File: config.mk
export PLATFORM = sky130hd
export DESIGN_NAME = instmem_loader
export DESIGN_NICKNAME = d
export VERILOG_FILES = /design/src/rtl/instmem_pkg.sv /design/src/rtl/instmem_loader.sv
export SDC_FILE = /design/constraint.sdc
export NUM_CORES = 1
export LEC_CHECK = 0
export CORE_ASPECT_RATIO = 1.5
export CORE_MARGIN = 2
export CORE_UTILIZATION = 25
export DETAILED_ROUTE_END_ITERATION = 12
export PLACE_DENSITY = 0.52
export SYNTH_ARGS = -nofsm -noshare
export SYNTH_HDL_FRONTEND = slang
export SYNTH_SLANG_ARGS = --single-unit
File: constraint.sdc
create_clock -name clk -period 3.3 [get_ports clk]
set_input_delay 0.33 -clock clk [delete_from_list [all_inputs] [get_ports clk]]
set_output_delay 0.33 -clock clk [all_outputs]
set_load 0.05 [all_outputs]
File: src/rtl/instmem_pkg.sv
// Shared constants, loader state encoding and small helpers for the instruction-memory loader.
package instmem_pkg;

    localparam int ADDR_W = 6;
    localparam int DATA_W = 16;
    localparam int DEPTH  = 64;

    localparam logic [2:0] S_IDLE  = 3'd0;
    localparam logic [2:0] S_COUNT = 3'd1;
    localparam logic [2:0] S_HI    = 3'd2;
    localparam logic [2:0] S_LO    = 3'd3;
    localparam logic [2:0] S_WRITE = 3'd4;
    localparam logic [2:0] S_CSUM  = 3'd5;
    localparam logic [2:0] S_DONE  = 3'd6;
    localparam logic [2:0] S_ERR   = 3'd7;

    typedef enum logic [2:0] {
        ST_IDLE  = S_IDLE,
        ST_COUNT = S_COUNT,
        ST_HI    = S_HI,
        ST_LO    = S_LO,
        ST_WRITE = S_WRITE,
        ST_CSUM  = S_CSUM,
        ST_DONE  = S_DONE,
        ST_ERR   = S_ERR
    } loader_state_t;

    // Running XOR checksum over the data bytes of an image.
    function automatic logic [7:0] csum_update(input logic [7:0] acc, input logic [7:0] data);
        return acc ^ data;
    endfunction

    // A word count is usable when it is non-zero and fits in the memory.
    function automatic logic count_ok(input logic [7:0] count, input logic [7:0] depth);
        return (count != 8'd0) && (count <= depth);
    endfunction

endpackage

File: src/rtl/instmem_loader.sv
// Byte-stream loader for the 64x16 instruction memory; holds the CPU until an image is in.
// Optional trailing checksum byte enabled by defining INSTMEM_LOADER_CHECKSUM_EN.
module instmem_loader
    import instmem_pkg::*;
#(
    parameter int ADDR_W = instmem_pkg::ADDR_W,
    parameter int DATA_W = instmem_pkg::DATA_W,
    parameter int DEPTH  = instmem_pkg::DEPTH
) (
    input  logic              clk,
    input  logic              reset,
    input  logic              start,
    input  logic              byte_valid,
    input  logic [7:0]        byte_data,
    output logic              byte_ready,
    output logic              mem_we,
    output logic [ADDR_W-1:0] mem_addr,
    output logic [DATA_W-1:0] mem_wdata,
    output logic              cpu_hold,
    output logic              load_done,
    output logic              load_err
);

    loader_state_t     state_r;
    loader_state_t     state_next_s;
    logic [ADDR_W:0]   n_r;
    logic [ADDR_W:0]   n_next_s;
    logic [ADDR_W:0]   words_r;
    logic [ADDR_W:0]   words_next_s;
    logic [7:0]        hi_r;
    logic [7:0]        hi_next_s;
    logic [ADDR_W-1:0] addr_r;
    logic [ADDR_W-1:0] addr_next_s;
    logic [DATA_W-1:0] wdata_r;
    logic [DATA_W-1:0] wdata_next_s;
    logic              ready_r;
    logic              ready_next_s;
    logic              we_r;
    logic              we_next_s;
    logic              hold_r;
    logic              hold_next_s;
    logic              done_r;
    logic              done_next_s;
    logic              err_r;
    logic              err_next_s;
    logic              accept_s;
`ifdef INSTMEM_LOADER_CHECKSUM_EN
    logic [7:0]        csum_r;
    logic [7:0]        csum_next_s;
`endif

    assign accept_s = byte_valid & ready_r;

    // Next-state and datapath update for the load session.
    always_comb begin
        state_next_s = state_r;
        n_next_s     = n_r;
        words_next_s = words_r;
        hi_next_s    = hi_r;
        addr_next_s  = addr_r;
        wdata_next_s = wdata_r;
`ifdef INSTMEM_LOADER_CHECKSUM_EN
        csum_next_s  = csum_r;
`endif
        case (state_r)
            ST_IDLE, ST_DONE, ST_ERR: begin
                if (start) begin
                    state_next_s = ST_COUNT;
                    addr_next_s  = '0;
                    words_next_s = '0;
`ifdef INSTMEM_LOADER_CHECKSUM_EN
                    csum_next_s  = 8'h00;
`endif
                end else begin
                    state_next_s = state_r;
                end
            end
            ST_COUNT: begin
                if (accept_s) begin
                    if (count_ok(byte_data, 8'(DEPTH))) begin
                        n_next_s     = byte_data[ADDR_W:0];
                        state_next_s = ST_HI;
                    end else begin
                        state_next_s = ST_ERR;
                    end
                end else begin
                    state_next_s = ST_COUNT;
                end
            end
            ST_HI: begin
                if (accept_s) begin
                    hi_next_s    = byte_data;
                    state_next_s = ST_LO;
`ifdef INSTMEM_LOADER_CHECKSUM_EN
                    csum_next_s  = csum_update(csum_r, byte_data);
`endif
                end else begin
                    state_next_s = ST_HI;
                end
            end
            ST_LO: begin
                if (accept_s) begin
                    wdata_next_s = {hi_r, byte_data};
                    state_next_s = ST_WRITE;
`ifdef INSTMEM_LOADER_CHECKSUM_EN
                    csum_next_s  = csum_update(csum_r, byte_data);
`endif
                end else begin
                    state_next_s = ST_LO;
                end
            end
            ST_WRITE: begin
                words_next_s = words_r + {{ADDR_W{1'b0}}, 1'b1};
                // The address only advances when another word follows, so it never wraps.
                if (words_next_s == n_r) begin
`ifdef INSTMEM_LOADER_CHECKSUM_EN
                    state_next_s = ST_CSUM;
`else
                    state_next_s = ST_DONE;
`endif
                end else begin
                    addr_next_s  = addr_r + {{(ADDR_W-1){1'b0}}, 1'b1};
                    state_next_s = ST_HI;
                end
            end
`ifdef INSTMEM_LOADER_CHECKSUM_EN
            ST_CSUM: begin
                if (accept_s) begin
                    if (byte_data == csum_r) begin
                        state_next_s = ST_DONE;
                    end else begin
                        state_next_s = ST_ERR;
                    end
                end else begin
                    state_next_s = ST_CSUM;
                end
            end
`endif
            default: begin
                state_next_s = ST_IDLE;
            end
        endcase
    end

    // Output values for the state being entered, so every output leaves a flop.
    always_comb begin
        ready_next_s = 1'b0;
        we_next_s    = 1'b0;
        hold_next_s  = 1'b1;
        done_next_s  = 1'b0;
        err_next_s   = 1'b0;
        case (state_next_s)
            ST_COUNT, ST_HI, ST_LO, ST_CSUM: begin
                ready_next_s = 1'b1;
            end
            ST_WRITE: begin
                we_next_s = 1'b1;
            end
            ST_DONE: begin
                hold_next_s = 1'b0;
                done_next_s = 1'b1;
            end
            ST_ERR: begin
                err_next_s = 1'b1;
            end
            default: begin
                ready_next_s = 1'b0;
            end
        endcase
    end

    // State, datapath and output registers.
    always_ff @(posedge clk or negedge reset) begin
        if (!reset) begin
            state_r <= ST_IDLE;
            n_r     <= '0;
            words_r <= '0;
            hi_r    <= 8'h00;
            addr_r  <= '0;
            wdata_r <= '0;
            ready_r <= 1'b0;
            we_r    <= 1'b0;
            hold_r  <= 1'b1;
            done_r  <= 1'b0;
            err_r   <= 1'b0;
        end else begin
            state_r <= state_next_s;
            n_r     <= n_next_s;
            words_r <= words_next_s;
            hi_r    <= hi_next_s;
            addr_r  <= addr_next_s;
            wdata_r <= wdata_next_s;
            ready_r <= ready_next_s;
            we_r    <= we_next_s;
            hold_r  <= hold_next_s;
            done_r  <= done_next_s;
            err_r   <= err_next_s;
        end
    end

`ifdef INSTMEM_LOADER_CHECKSUM_EN
    // Checksum accumulator over the data bytes of the current image.
    always_ff @(posedge clk or negedge reset) begin
        if (!reset) begin
            csum_r <= 8'h00;
        end else begin
            csum_r <= csum_next_s;
        end
    end
`endif

    assign byte_ready = ready_r;
    assign mem_we     = we_r;
    assign mem_addr   = addr_r;
    assign mem_wdata  = wdata_r;
    assign cpu_hold   = hold_r;
    assign load_done  = done_r;
    assign load_err   = err_r;

endmodule

==> impl_metrics.env, run 1 <==
export IMPL_endpoint="cpu_hold$_DFF_PN1_"
export IMPL_critPathLaunch="words_r[0]$_DFFE_PN0P_"
export IMPL_hp_class="input pin to async pin"
export IMPL_seq_area_frac_synth=0.533
export IMPL_drtIter0Drc=60
export IMPL_dp_hpwl_um=3550
export IMPL_num_vias=1659
export IMPL_critical_path_required_ps=3510
export IMPL_min_period_ps=2570
export IMPL_core_mm2=0.00958
export IMPL_numCtsBuffers=5
export IMPL_max_stage_delay_ps=550
export IMPL_hold_buffers=0
export IMPL_final_layout_size_suffix_gt1_frac=0.218
export IMPL_rsz0062_at_grt="no"
export IMPL_cts_num_sinks=52
export IMPL_maxCapViolCount=0
export IMPL_clock_latency_ps=290
export IMPL_avgSynthCellArea_um2=12.2
export IMPL_cts_buffer_depth=2
export IMPL_r2r_end="cpu_hold$_DFF_PN1_"
export IMPL_cts_tree="built"
export IMPL_max_slew_margin=0.504
export IMPL_leakage_nw=1.33
export IMPL_skew_ps=4.05
export IMPL_ys_types=49
export IMPL_met1_usage=0.124
export IMPL_worstSetupPathType="flop to flop"
export IMPL_grt_usage=0.105
export IMPL_drc_errors=0
export IMPL_setup_viol=0
export IMPL_setup_tns_ps=0
export IMPL_fp_dieH_um=125
export IMPL_yosys_warnings=0
export IMPL_pin_count=39
export IMPL_post_drt_wl_per_cell_um=14.0
export IMPL_grt_overflow_total=0
export IMPL_htreeDepth=2
export IMPL_r2r_cells=7
export IMPL_path_clk_slew_ps=70
export IMPL_rows=44
export IMPL_cp_start_kind="flop"
export IMPL_reg2reg_slack_ps=730
export IMPL_synth_enable_flop_cells=0
export IMPL_synthesis_instances=201
export IMPL_synth_area_mm2=0.00244
export IMPL_area_delta_synth_final_pct=27.8
export IMPL_slowest_stage="nor4b_4"
export IMPL_grt_max_degree=34
export IMPL_gp_congestion=0.767
export IMPL_grtUsageMet2=0.176
export IMPL_status="completed"
export IMPL_finalHoldViolations=0
export IMPL_die_area_mm2=0.0106
export IMPL_layout_common_cells="dfrtp_1, clkdlybuf4s50_1, mux2_2"
export IMPL_port_buffers=38
export IMPL_num_nets_final=256
export IMPL_synthFlopType="dfrtp_1"
export IMPL_tightest_slew_ps=739
export IMPL_worstPathCellList="ha_1, and3_1, and3_2, xnor2_1, nor4b_4, a21boi_2, or3_1"
export IMPL_grt_pass1_wl_um=8860
export IMPL_worstPathArrival_ps=2790
export IMPL_syn_num_nets=215
export IMPL_drt_pass1_iter_count=4
export IMPL_async_flop_share=1.00
export IMPL_cts_resized=0
export IMPL_antennaDiodeCount=0
export IMPL_grt_pass1_vias=1784
export IMPL_critPathMaxFanout=9
export IMPL_fmax_mhz=389
export IMPL_start_util=0.255
export IMPL_grt_most_used_layer="met2"
export IMPL_antenna_found_initial=0
export IMPL_die_w_um=84.7
export IMPL_post_route_period_util=0.779
export IMPL_antenna_left=0
export IMPL_root_buffer="clkbuf_16"
export IMPL_viasPerCell=4.63
export IMPL_dp_slack_ps=569
export IMPL_cellPowerDensity_mw_per_mm2=962
export IMPL_r2r_start="words_r[0]$_DFFE_PN0P_"
export IMPL_slew_violations=0
export IMPL_layout_setup_ws_ps=729
export IMPL_ir_drop_mv=0.558
export IMPL_wl_um=5010
export IMPL_endpoint_kind="flop"
export IMPL_met3_usage=0.0284
export IMPL_post_cts_buffers=0
export IMPL_final_common_cell="dfrtp_1"
export IMPL_ys_ff_latch=52
-- sequential cells by signal, indices dropped and copies added, names as in the netlist --
signal and cells:
cpu_hold 1, hi_r 8, byte_ready 1, state_r 3, load_done 1, load_err 1
mem_addr 6, mem_wdata 16, words_r 7, n_r 7, mem_we 1
-- how the worst min path moves through the flow --
stage / cells after the start / slack, ps / to / start
floorplan: 0 / 30 / byte_ready$_DFF_PN0_ / reset
global placement: 1 / 440 / mem_we$_DFF_PN0_ / reset
detailed placement: 1 / 440 / mem_we$_DFF_PN0_ / reset
CTS: 1 / 130 / mem_we$_DFF_PN0_ / reset
global route: 1 / 160 / mem_we$_DFF_PN0_ / reset
finish: 1 / 100 / mem_we$_DFF_PN0_ / reset
-- layer usage --
metal	up-vias	wire length [um]
met2	34	2530
met3	10	189
met1	806	2140
li1	809	-
met5	-	0
met4	0	149
-- cell usage after synthesis, types with 2 or more instances --
master    count  area (um^2)
a21oi_1       6         30.0
and3_1        2         12.5
buf_2         2         10.0
clkbuf_1      5         18.8
dfrtp_1      51         1280
ha_1          2         25.0
inv_1         5         18.8
mux2_2       24          270
mux2_4        7          105
mux2i_1       4         40.0
nand2_1      16         60.1
nand3_1       9         45.0
nor2_1        6         22.5
nor2b_1       3         18.8
nor3_1        3         15.0
o21ai_0      11         55.1
o311ai_0      2         17.5
o31ai_1       3         22.5
o41ai_1       2         17.5
xnor2_1       7         61.3
xor2_1        3         26.3
-- worst max-delay path: cells and delay by family (launching register included) --
family	cells	cell delay [ps]
AND/OR/NAND/NOR	4	1400
flip-flops	1	450
adder cells (fa/ha/maj)	1	320
AO/OA/AOI/OAI	1	160
XOR/XNOR	1	150
-- final cells by class --
| cell class | instances | area, um^2 |
|---|---|---|
| Clock buffer | 5 | 125 |
| Clock inverter | 3 | 42.5 |
| Fill cell | 1002 | 6450 |
| Inverter | 5 | 18.8 |
| Multi-Input combinational cell | 137 | 1090 |
| Sequential cell | 52 | 1300 |
| Tap cell | 115 | 144 |
| Timing Repair Buffer | 41 | 398 |
-- through the flow --
step / hold WS (ps) / instance area [um^2] / total power (W) / utilization / instances
after CTS: 126 / 3130 / 0.00305 / 0.326 / 358
after global routing: 164 / 3130 / 0.00320 / 0.326 / 358
after global placement: 443 / 2960 / 0.00243 / 0.309 / 350
final: 95.3 / 3130 / 0.00301 / 0.326 / 358
after detailed placement: 438 / 2960 / 0.00244 / 0.309 / 350
after floorplan: 34.4 / 2440 / 0.00203 / - / 201
-- kinds of logic (layout without fill, tap and decap cells) --
logic type,after synthesis,count (layout),share of synthesized area
DFF,52,52,0.533
muxes,35,35,0.170
xor gates and xnor gates,10,10,0.0358
adders and majority gates,2,2,0.0102
AOI/OAI and AO/OA,34,34,0.0957
buffers and inverters,12,54,0.0194
and+or+nand+nor,56,56,0.136
-- power breakdown --
group          internal, W  switching, W  leakage (nW)
registers         0.000878      0.000195         0.659
clock network     0.000357      0.000234        0.0798
logic             0.000568      0.000776         0.589
total              0.00180       0.00120          1.33
Power figures use the tool's default switching activity.
==> inputs of run 2 (changes only) <==
==> constraint.sdc (replaced) <==
create_clock -name clk -period 2.45 [get_ports clk]
set_input_delay 0.245 -clock clk [delete_from_list [all_inputs] [get_ports clk]]
set_output_delay 0.245 -clock clk [all_outputs]
set_load 0.05 [all_outputs]
==> impl_metrics.env, run 2 (synthesis gave the netlist of run 1 again) <==
export IMPL_status="completed"
export IMPL_final_layout_size_suffix_gt1_frac=0.266
export IMPL_clockPowerShare=0.173
export IMPL_die_area_mm2=0.0106
export IMPL_slew_violations=0
export IMPL_grt_overflow_total=0
export IMPL_tightest_slew_ps=516
export IMPL_die_w_um=84.7
export IMPL_worstPathArrival_ps=2460
export IMPL_grt_usage=0.108
export IMPL_leakage_nw=1.40
export IMPL_cts_num_sinks=52
export IMPL_cts_tree="built"
export IMPL_power_frac_comb=0.486
export IMPL_grt_pass1_wl_um=9070
export IMPL_reg2reg_slack_ps=200
export IMPL_endpoint_kind="flop"
export IMPL_num_nets_final=272
export IMPL_rsz0062_at_grt="no"
export IMPL_post_cts_buffers=0
export IMPL_critPathLaunch="byte_data[1]"
export IMPL_fp_dieH_um=125
export IMPL_ir_drop_mv=0.719
export IMPL_skew_ps=5.49
export IMPL_drt_pass1_iter_count=5
export IMPL_hp_class="input pin to async pin"
export IMPL_cp_start_kind="input pin"
export IMPL_cellPowerDensity_mw_per_mm2=1260
export IMPL_p_seq_frac=0.340
export IMPL_port_buffers=38
export IMPL_setup_viol=0
export IMPL_swShare=0.407
export IMPL_htreeDepth=2
export IMPL_worstSetupPathType="input pin to flop"
export IMPL_r2r_end="cpu_hold$_DFF_PN1_"
export IMPL_core_mm2=0.00958
export IMPL_antenna_left=0
export IMPL_num_vias=1748
export IMPL_min_period_ps=2280
export IMPL_gp_congestion=0.756
export IMPL_wl_um=5340
export IMPL_post_drt_wl_per_cell_um=14.3
export IMPL_root_buffer="clkbuf_16"
export IMPL_place_area_mm2=0.00307
export IMPL_critPathMaxFanout=7
export IMPL_pin_count=39
export IMPL_worst_path_buf_inv=1
export IMPL_antennaDiodeCount=0
export IMPL_layout_common_cells="dfrtp_1, clkdlybuf4s50_1, mux2_2"
export IMPL_largest_reg_flops=16
export IMPL_dp_slack_ps=-148
export IMPL_area_delta_synth_final_pct=32.1
export IMPL_p_sw_w=0.00166
export IMPL_whs_ps=439
export IMPL_worstPathCellList="clkdlybuf4s50_1, or4_1, o31a_1, or3_4, nor2_4, nand2_4, mux2_4"
export IMPL_stdcell_area_mm2=0.00323
export IMPL_max_slew_margin=0.655
export IMPL_antenna_found_initial=0
export IMPL_internal_power_w=0.00241
export IMPL_fmax_mhz=439
export IMPL_r2r_cells=8
export IMPL_timing_critical_path_max_delay_family="simple AND/OR/NAND/NOR gates"
export IMPL_numCtsBuffers=5
export IMPL_drc_errors=0
export IMPL_grt_max_degree=22
export IMPL_drtIter0Drc=102
export IMPL_maxCapViolCount=0
export IMPL_start_util=0.255
export IMPL_viasPerCell=4.67
export IMPL_r2r_start="words_r[0]$_DFFE_PN0P_"
export IMPL_num_fill_cells=1010
export IMPL_dp_hpwl_um=3920
export IMPL_critical_path_required_ps=2630
export IMPL_grt_pass1_vias=1871
export IMPL_post_route_period_util=0.929
export IMPL_max_stage_delay_ps=590
export IMPL_finalHoldViolations=0
export IMPL_path_clk_slew_ps=70
export IMPL_rows=44
export IMPL_slowest_stage="or4_1"
export IMPL_cts_buffer_depth=2
export IMPL_layout_setup_ws_ps=174
export IMPL_clock_latency_ps=290
export IMPL_final_common_cell="dfrtp_1"
-- run 2: how the worst max path moves through the flow --
stage / cells after the start / to / slack (ps)
2_1_floorplan: 7 / cpu_hold$_DFF_PN1_ / 170
3_3_place_gp: 7 / n_r[2]$_DFFE_PN0P_ / -130
3_5_place_dp: 7 / n_r[5]$_DFFE_PN0P_ / -150
4_1_cts: 8 / mem_addr[5]$_DFFE_PN0P_ / 90
5_1_grt: 9 / mem_addr[2]$_DFFE_PN0P_ / 40
6_report: 7 / n_r[5]$_DFFE_PN0P_ / 170
-- run 2: repair_timing --
| item | in CTS | in global routing |
|---|---|---|
| gates resized for setup | 0 | 1 |
| setup endpoints to repair | 0 | 3 |
| hold buffers | 1 | 0 |
| hold endpoints to repair | 19 | 0 |
-- run 2: final cells by class --
type,instances,area (um^2),share of cell area
clock buffers,5,125,0.0387
inverters,5,18.8,0.00581
well taps,115,144,0.0445
multi-input cells,137,1100,0.341
flip-flops and latches,52,1300,0.403
clock inverters,3,18.8,0.00581
repair buffers,57,520,0.161
-- run 2: power by group through the flow --
stage,Sequential (W),Combinational [W],Clock (W)
CTS,0.00140,0.00200,0.000732
global route,0.00144,0.00212,0.000765
global placement,0.00140,0.00197,0
floorplan,0.00193,0.000805,0
finish,0.00138,0.00198,0.000705
detailed placement,0.00141,0.00199,0
-- run 2: through the flow --
stage	setup TNS, ps	cells	utilization	total power, W
floorplan	0	201	-	0.00274
global placement	-1200	365	0.321	0.00337
CTS	0	374	0.337	0.00413
detailed placement	-1410	365	0.321	0.00340
finish	0	374	0.337	0.00407
global route	0	374	0.337	0.00432
-- run 2: metal layers --
| metal | global-route usage | part of all wire | vias up |
|---|---|---|---|
| li1 | - | - | 840 |
| met5 | 0 | 0 | - |
| met3 | 0.0271 | 0.036 | 7 |
| met4 | 0.0476 | 0.021 | 0 |
| met2 | 0.189 | 0.52 | 28 |
| met1 | 0.124 | 0.42 | 873 |
==> inputs of run 3 (changes only) <==
--- a/config.mk
+++ b/config.mk
@@ -8,6 +8,7 @@
 export CORE_ASPECT_RATIO = 1.5
 export CORE_MARGIN = 2
 export CORE_UTILIZATION = 25
+export CTS_BUF_LIST = sky130_fd_sc_hd__clkbuf_2 sky130_fd_sc_hd__clkbuf_4 sky130_fd_sc_hd__clkbuf_8
 export DETAILED_ROUTE_END_ITERATION = 12
 export PLACE_DENSITY = 0.52
 export SYNTH_ARGS = -nofsm -noshare
==> impl_metrics.env, run 3 (synthesis gave the netlist of run 1 again) <==
export IMPL_status="completed"
export IMPL_critPathMaxFanout=7
export IMPL_final_util=0.331
export IMPL_rsz0062_at_grt="no"
export IMPL_setup_tns_ps=0
export IMPL_core_mm2=0.00958
export IMPL_root_buffer="clkbuf_8"
export IMPL_rows=44
export IMPL_post_route_period_util=0.917
export IMPL_whs_ps=413
export IMPL_gp_congestion=0.756
export IMPL_endpoint_kind="flop"
export IMPL_worstSetupPathType="input pin to flop"
export IMPL_grt_max_degree=22
export IMPL_fp_dieH_um=125
export IMPL_antenna_left=0
export IMPL_port_buffers=38
export IMPL_viasPerCell=4.71
export IMPL_max_slew_margin=0.655
export IMPL_num_nets_final=272
export IMPL_critPathLaunch="byte_data[1]"
export IMPL_dp_slack_ps=-148
export IMPL_critical_path_required_ps=2660
export IMPL_leakage_nw=1.37
export IMPL_tightest_slew_ps=516
export IMPL_grt_overflow_total=0
export IMPL_num_vias=1761
export IMPL_cts_buffer_depth=2
export IMPL_drc_errors=0
export IMPL_ir_drop_mv=0.660
export IMPL_stdcell_area_mm2=0.00317
export IMPL_cts_tree="built"
export IMPL_area_delta_synth_final_pct=29.8
export IMPL_wl_um=5320
export IMPL_antenna_found_initial=0
export IMPL_cts_num_sinks=52
export IMPL_worstPathArrival_ps=2450
export IMPL_start_util=0.255
export IMPL_grt_pass1_wl_um=9000
export IMPL_cp_start_kind="input pin"
export IMPL_final_layout_size_suffix_gt1_frac=0.266
export IMPL_layout_setup_ws_ps=202
export IMPL_layout_common_cells="dfrtp_1, clkdlybuf4s50_1, mux2_2"
export IMPL_pin_count=39
export IMPL_setup_viol=0
export IMPL_hp_class="input pin to async pin"
export IMPL_numCtsBuffers=5
export IMPL_post_cts_buffers=0
export IMPL_antennaDiodeCount=0
export IMPL_r2r_start="words_r[0]$_DFFE_PN0P_"
export IMPL_slew_violations=0
export IMPL_drt_pass1_iter_count=4
export IMPL_skew_ps=9.05
export IMPL_die_area_mm2=0.0106
export IMPL_final_common_cell="dfrtp_1"
export IMPL_die_w_um=84.7
export IMPL_dp_hpwl_um=3920
export IMPL_path_clk_slew_ps=100
export IMPL_post_drt_wl_per_cell_um=14.2
export IMPL_min_period_ps=2250
export IMPL_cellPowerDensity_mw_per_mm2=1220
export IMPL_grt_pass1_vias=1858
export IMPL_finalHoldViolations=0
export IMPL_drtIter0Drc=89
export IMPL_largest_reg_flops=16
export IMPL_place_area_mm2=0.00307
export IMPL_fmax_mhz=445
export IMPL_grt_usage=0.107
export IMPL_clock_latency_ps=320
export IMPL_maxCapViolCount=0
export IMPL_htreeDepth=2
run 3: power by group:
group          switching [W]  leakage (nW)  total (W)  internal [W]
clock network       0.000306        0.0479   0.000507      0.000200
registers           0.000202         0.659    0.00138       0.00118
logic                0.00113         0.666    0.00198      0.000850
run 3: worst paths after layout:
check                                     endpoint  slack, ps  cells past startpoint
min reg2reg                mem_addr[5]$_DFFE_PN0P_        500                      1
max in group asynchronous       cpu_hold$_DFF_PN1_       1390                      3
max                             n_r[5]$_DFFE_PN0P_        200                      7
min                         words_r[0]$_DFFE_PN0P_        410                      2
max reg2reg                     cpu_hold$_DFF_PN1_        210                      8
min in group clk           mem_addr[5]$_DFFE_PN0P_        500                      1
run 3: critical path, cell delays in order:
cell and delay, ps:
clkdlybuf4s50_1 440, or4_1 590, o31a_1 260, or3_4 340, nor2_4 140, nand2_4 120, mux2_4 310
run 3: per-stage QoR:
| step | cells | power, W |
|---|---|---|
| global route | 374 | 0.00411 |
| global placement | 365 | 0.00337 |
| CTS | 374 | 0.00392 |
| floorplan | 201 | 0.00274 |
| detailed placement | 365 | 0.00340 |
| finish | 374 | 0.00387 |
run 3: final cells by class:
type / count / area (um^2)
flip-flops and latches: 52 / 1300
fillers: 1019 / 6400
clock buffers: 5 / 68.8
repair buffers: 57 / 520
multi-input cells: 137 / 1100
clock inverters: 3 / 18.8
well taps: 115 / 144
inverters: 5 / 18.8
run 3: per-layer routing:
layer / GRT usage / share of wire / routed length (um)
met2: 0.189 / 0.53 / 2800
met5: 0 / 0 / 0
met1: 0.121 / 0.42 / 2230
met3: 0.0271 / 0.037 / 197
met4: 0.0448 / 0.018 / 94
run 3: repair_timing:
action,in CTS,in global routing
gates resized for setup,0,1
hold buffers,1,0
setup endpoints to repair,0,3
endpoints found under the hold margin,19,0
==> RTL change: new RTL, config.mk and constraints of run 2 <==
Build with the macro `INSTMEM_LOADER_CHECKSUM_EN` defined.
--- a/src/rtl/instmem_loader.sv
+++ b/src/rtl/instmem_loader.sv
@@ -1,5 +1,7 @@
 // Byte-stream loader for the 64x16 instruction memory; holds the CPU until an image is in.
 // Optional trailing checksum byte enabled by defining INSTMEM_LOADER_CHECKSUM_EN.
+`define INSTMEM_LOADER_CHECKSUM_EN
+
 module instmem_loader
     import instmem_pkg::*;
 #(
Formal check against the unedited RTL: not equivalent (a bounded check fails within 10 cycles, from zero or initial values and one cycle with reset low).
==> RTL change against run 2 <==
  * Worst hold slack gained 31 ps
  * Combinational power up 18%
  * Final area is 20% higher
  * Setup slack improved by 44 ps
  * Synthesized cell count increased by 35%
  * Clock skew decreased by 2.0 ps
  * Sequential cell count is 8 higher
  * Final cell count rose by 29%
  * Routed wire length rose by 30%
  * Area after synthesis rose by 20%
  * Register-to-register slack gained 20 ps
  * Total power increased by 28%
  * Highest routed layer unchanged
==> RTL change: results (changes against run 2) <==
| Metric | Value |
|---|---|
| CTS H-Tree Depth | 3 (was 2) |
| Slowest library cell on the worst path | or4_4 (was or4_1) |
| Synth cell types | 44 (was 49) |
| Max_slew headroom | 0.5988 (was 0.6548) |
| Hold WC Path Type | flip-flop to flip-flop (was primary input to asynchronous set/reset pin) |
| Leak | 1.628 nW (was 1.399 nW) |
| CP max FO | 12 (was 7) |
| GPL Wtd Cong | 0.7824 (was 0.7563) |
| Met2 WL | 3611 microns (was 2788 microns) |
| Layout net count | 344 (was 272) |
| GRT Overall Usage | 0.1206 (was 0.1083) |
| Maximum clock insertion buffer count | 2 (unchanged) |
| Warnings, synthesis | 0 (unchanged) |
| Logic pwr share | 0.449 (was 0.486) |
| Combinational power | 0.00233 W (was 0.00198 W) |
| M3 GR Usage | 0.02808 (was 0.02706) |
| Crit start category | flip-flop (was primary input) |
| Layout cells sized above 1 | 0.2222 (was 0.2664) |
| Vias per Instance | 4.725 (was 4.674) |
| Final WL | 6964 microns (was 5338 microns) |
| Synth top cells by count | 59 x dfrtp_1, 33 x nand2_1, 33 x o21ai_0 (was 51 x dfrtp_1, 24 x mux2_2, 16 x nand2_1) |
| Met3 WL | 267 microns (was 192 microns) |
| Critical Path Max Stage Delay | 520 ps (was 590 ps) |
| Final hold vios | 0 (unchanged) |
| Status | finished, final reports clean (unchanged) |
| Synth top area cells | dfrtp_1 50%, mux2_2 12%, o21ai_0 5.6% (was dfrtp_1 52%, mux2_2 11%, mux2_4 4.3%) |
| Largest net degree at the start of global routing | 37 (was 22) |
| Seq pwr | 0.00176 W (was 0.00138 W) |
| Num CTS Buffers | 9 (was 5) |
| DR pass1 iterations | 4 (was 5) |
| Met1 WL | 2888 microns (was 2245 microns) |
| GR Util met1 | 0.1359 (was 0.1239) |
| VDD IR max | 593.7 uV (was 718.5 uV) |
| Worst EP arrival | 2430 ps (was 2460 ps) |
| Synthesized Nets | 286 (was 215) |
| Clk root buf | clkbuf_16 (unchanged) |
| Detailed placement HPWL | 5082 microns (was 3919 microns) |
| Sequential cell area fraction in the yosys report | 0.5135 (was 0.5328) |
| DR iter-0 viols | 72 (was 102) |
| Later-pin clock latency in the skew report | 330 ps (was 290 ps) |
| First-pass GRT wire length | 11800 microns (was 9066 microns) |
| Skew final | 3.499 ps (was 5.494 ps) |
| Post-CTS setup repair buffer count | 0 (unchanged) |
| Worst-path clk slew | 50 ps (was 70 ps) |
| Vias in the first global route | 2342 (was 1871) |
| Met2 usage | 0.2060 (was 0.1885) |
| PortBufs | 38 (unchanged) |
| Top delay family on crit path | simple AND/OR/NAND/NOR gates (unchanged) |
| Antenna Cells | 0 (unchanged) |
| Synth async-reset ratio | 1.000 (unchanged) |
| Initial antenna violation count | 0 (unchanged) |
| Net Sw Frac | 0.4115 (was 0.4075) |
| Max Used Layer | met4 (unchanged) |
| Max FFs per register | 16 (unchanged) |
| Placed inst area | 3606 sq um (was 3070 sq um) |
[RTL change: cell count changes in the layout (fill, tap and decap cells not counted), moves of 5 or more]
cell	change
xor2_1	+7
mux2_4	-7
mux2_2	+7
a31oi_1	+5
nor2_1	+6
nand2b_1	+6
dfrtp_1	+8
nand2_1	+17
o21ai_0	+22
[RTL change: cell type report]
type	count	area, sq um
clock buffer	11	242.7
clock inverter	3	15.01
fill	1175	7594
inverter	5	18.77
multi-input combinational	196	1358
sequential	60	1503
tap	150	187.7
timing repair buffer	58	553.0
[RTL change: worst reg2reg max path: stages, from the launching register on]
cell	delay, ps
dfrtp_1	470
nand2_1	150
o21a_1	220
or4_4	520
a221oi_4	300
buf_12	170
nand2b_1	180
a31oi_1	90
[RTL change: final timing paths]
kind	start	end	slack, ps	cells after the start
setup / recovery	words_r[4]	byte_ready	220	7
max in group asynchronous	reset	cpu_hold	1290	3
setup reg to reg	words_r[4]	byte_ready	220	7
hold / removal	mem_addr[5]	mem_addr[5]	470	1
hold reg to reg	mem_addr[5]	mem_addr[5]	470	1
min in group asynchronous	reset	mem_we	490	2
[RTL change: kinds of logic (layout without fill, tap and decap cells)]
family,count (synthesis),after routing,share of synthesized area
simple gates,84,84,0.1432
xor+xnor,17,17,0.05088
fa+ha+maj,2,2,0.008549
buf+inv,16,77,0.02394
compound gates,61,61,0.1372
mux,32,32,0.1227
flops,60,60,0.5135
[RTL change: stage by stage]
stage	setup TNS, ps	std cells	setup slack, ps
after global routing	0	483	61.99
after floorplan	0	272	245.3
after CTS	0	483	190.0
after detailed placement	-134.9	468	-63.14
after global placement	-26.27	468	-26.27
final	0	483	217.7
[RTL change: timing repair]
item	4_1_cts	5_1_grt
endpoints found under the setup margin	0	3
resized for setup	0	2
hold buffers	1	0
hold endpoints to repair	24	0
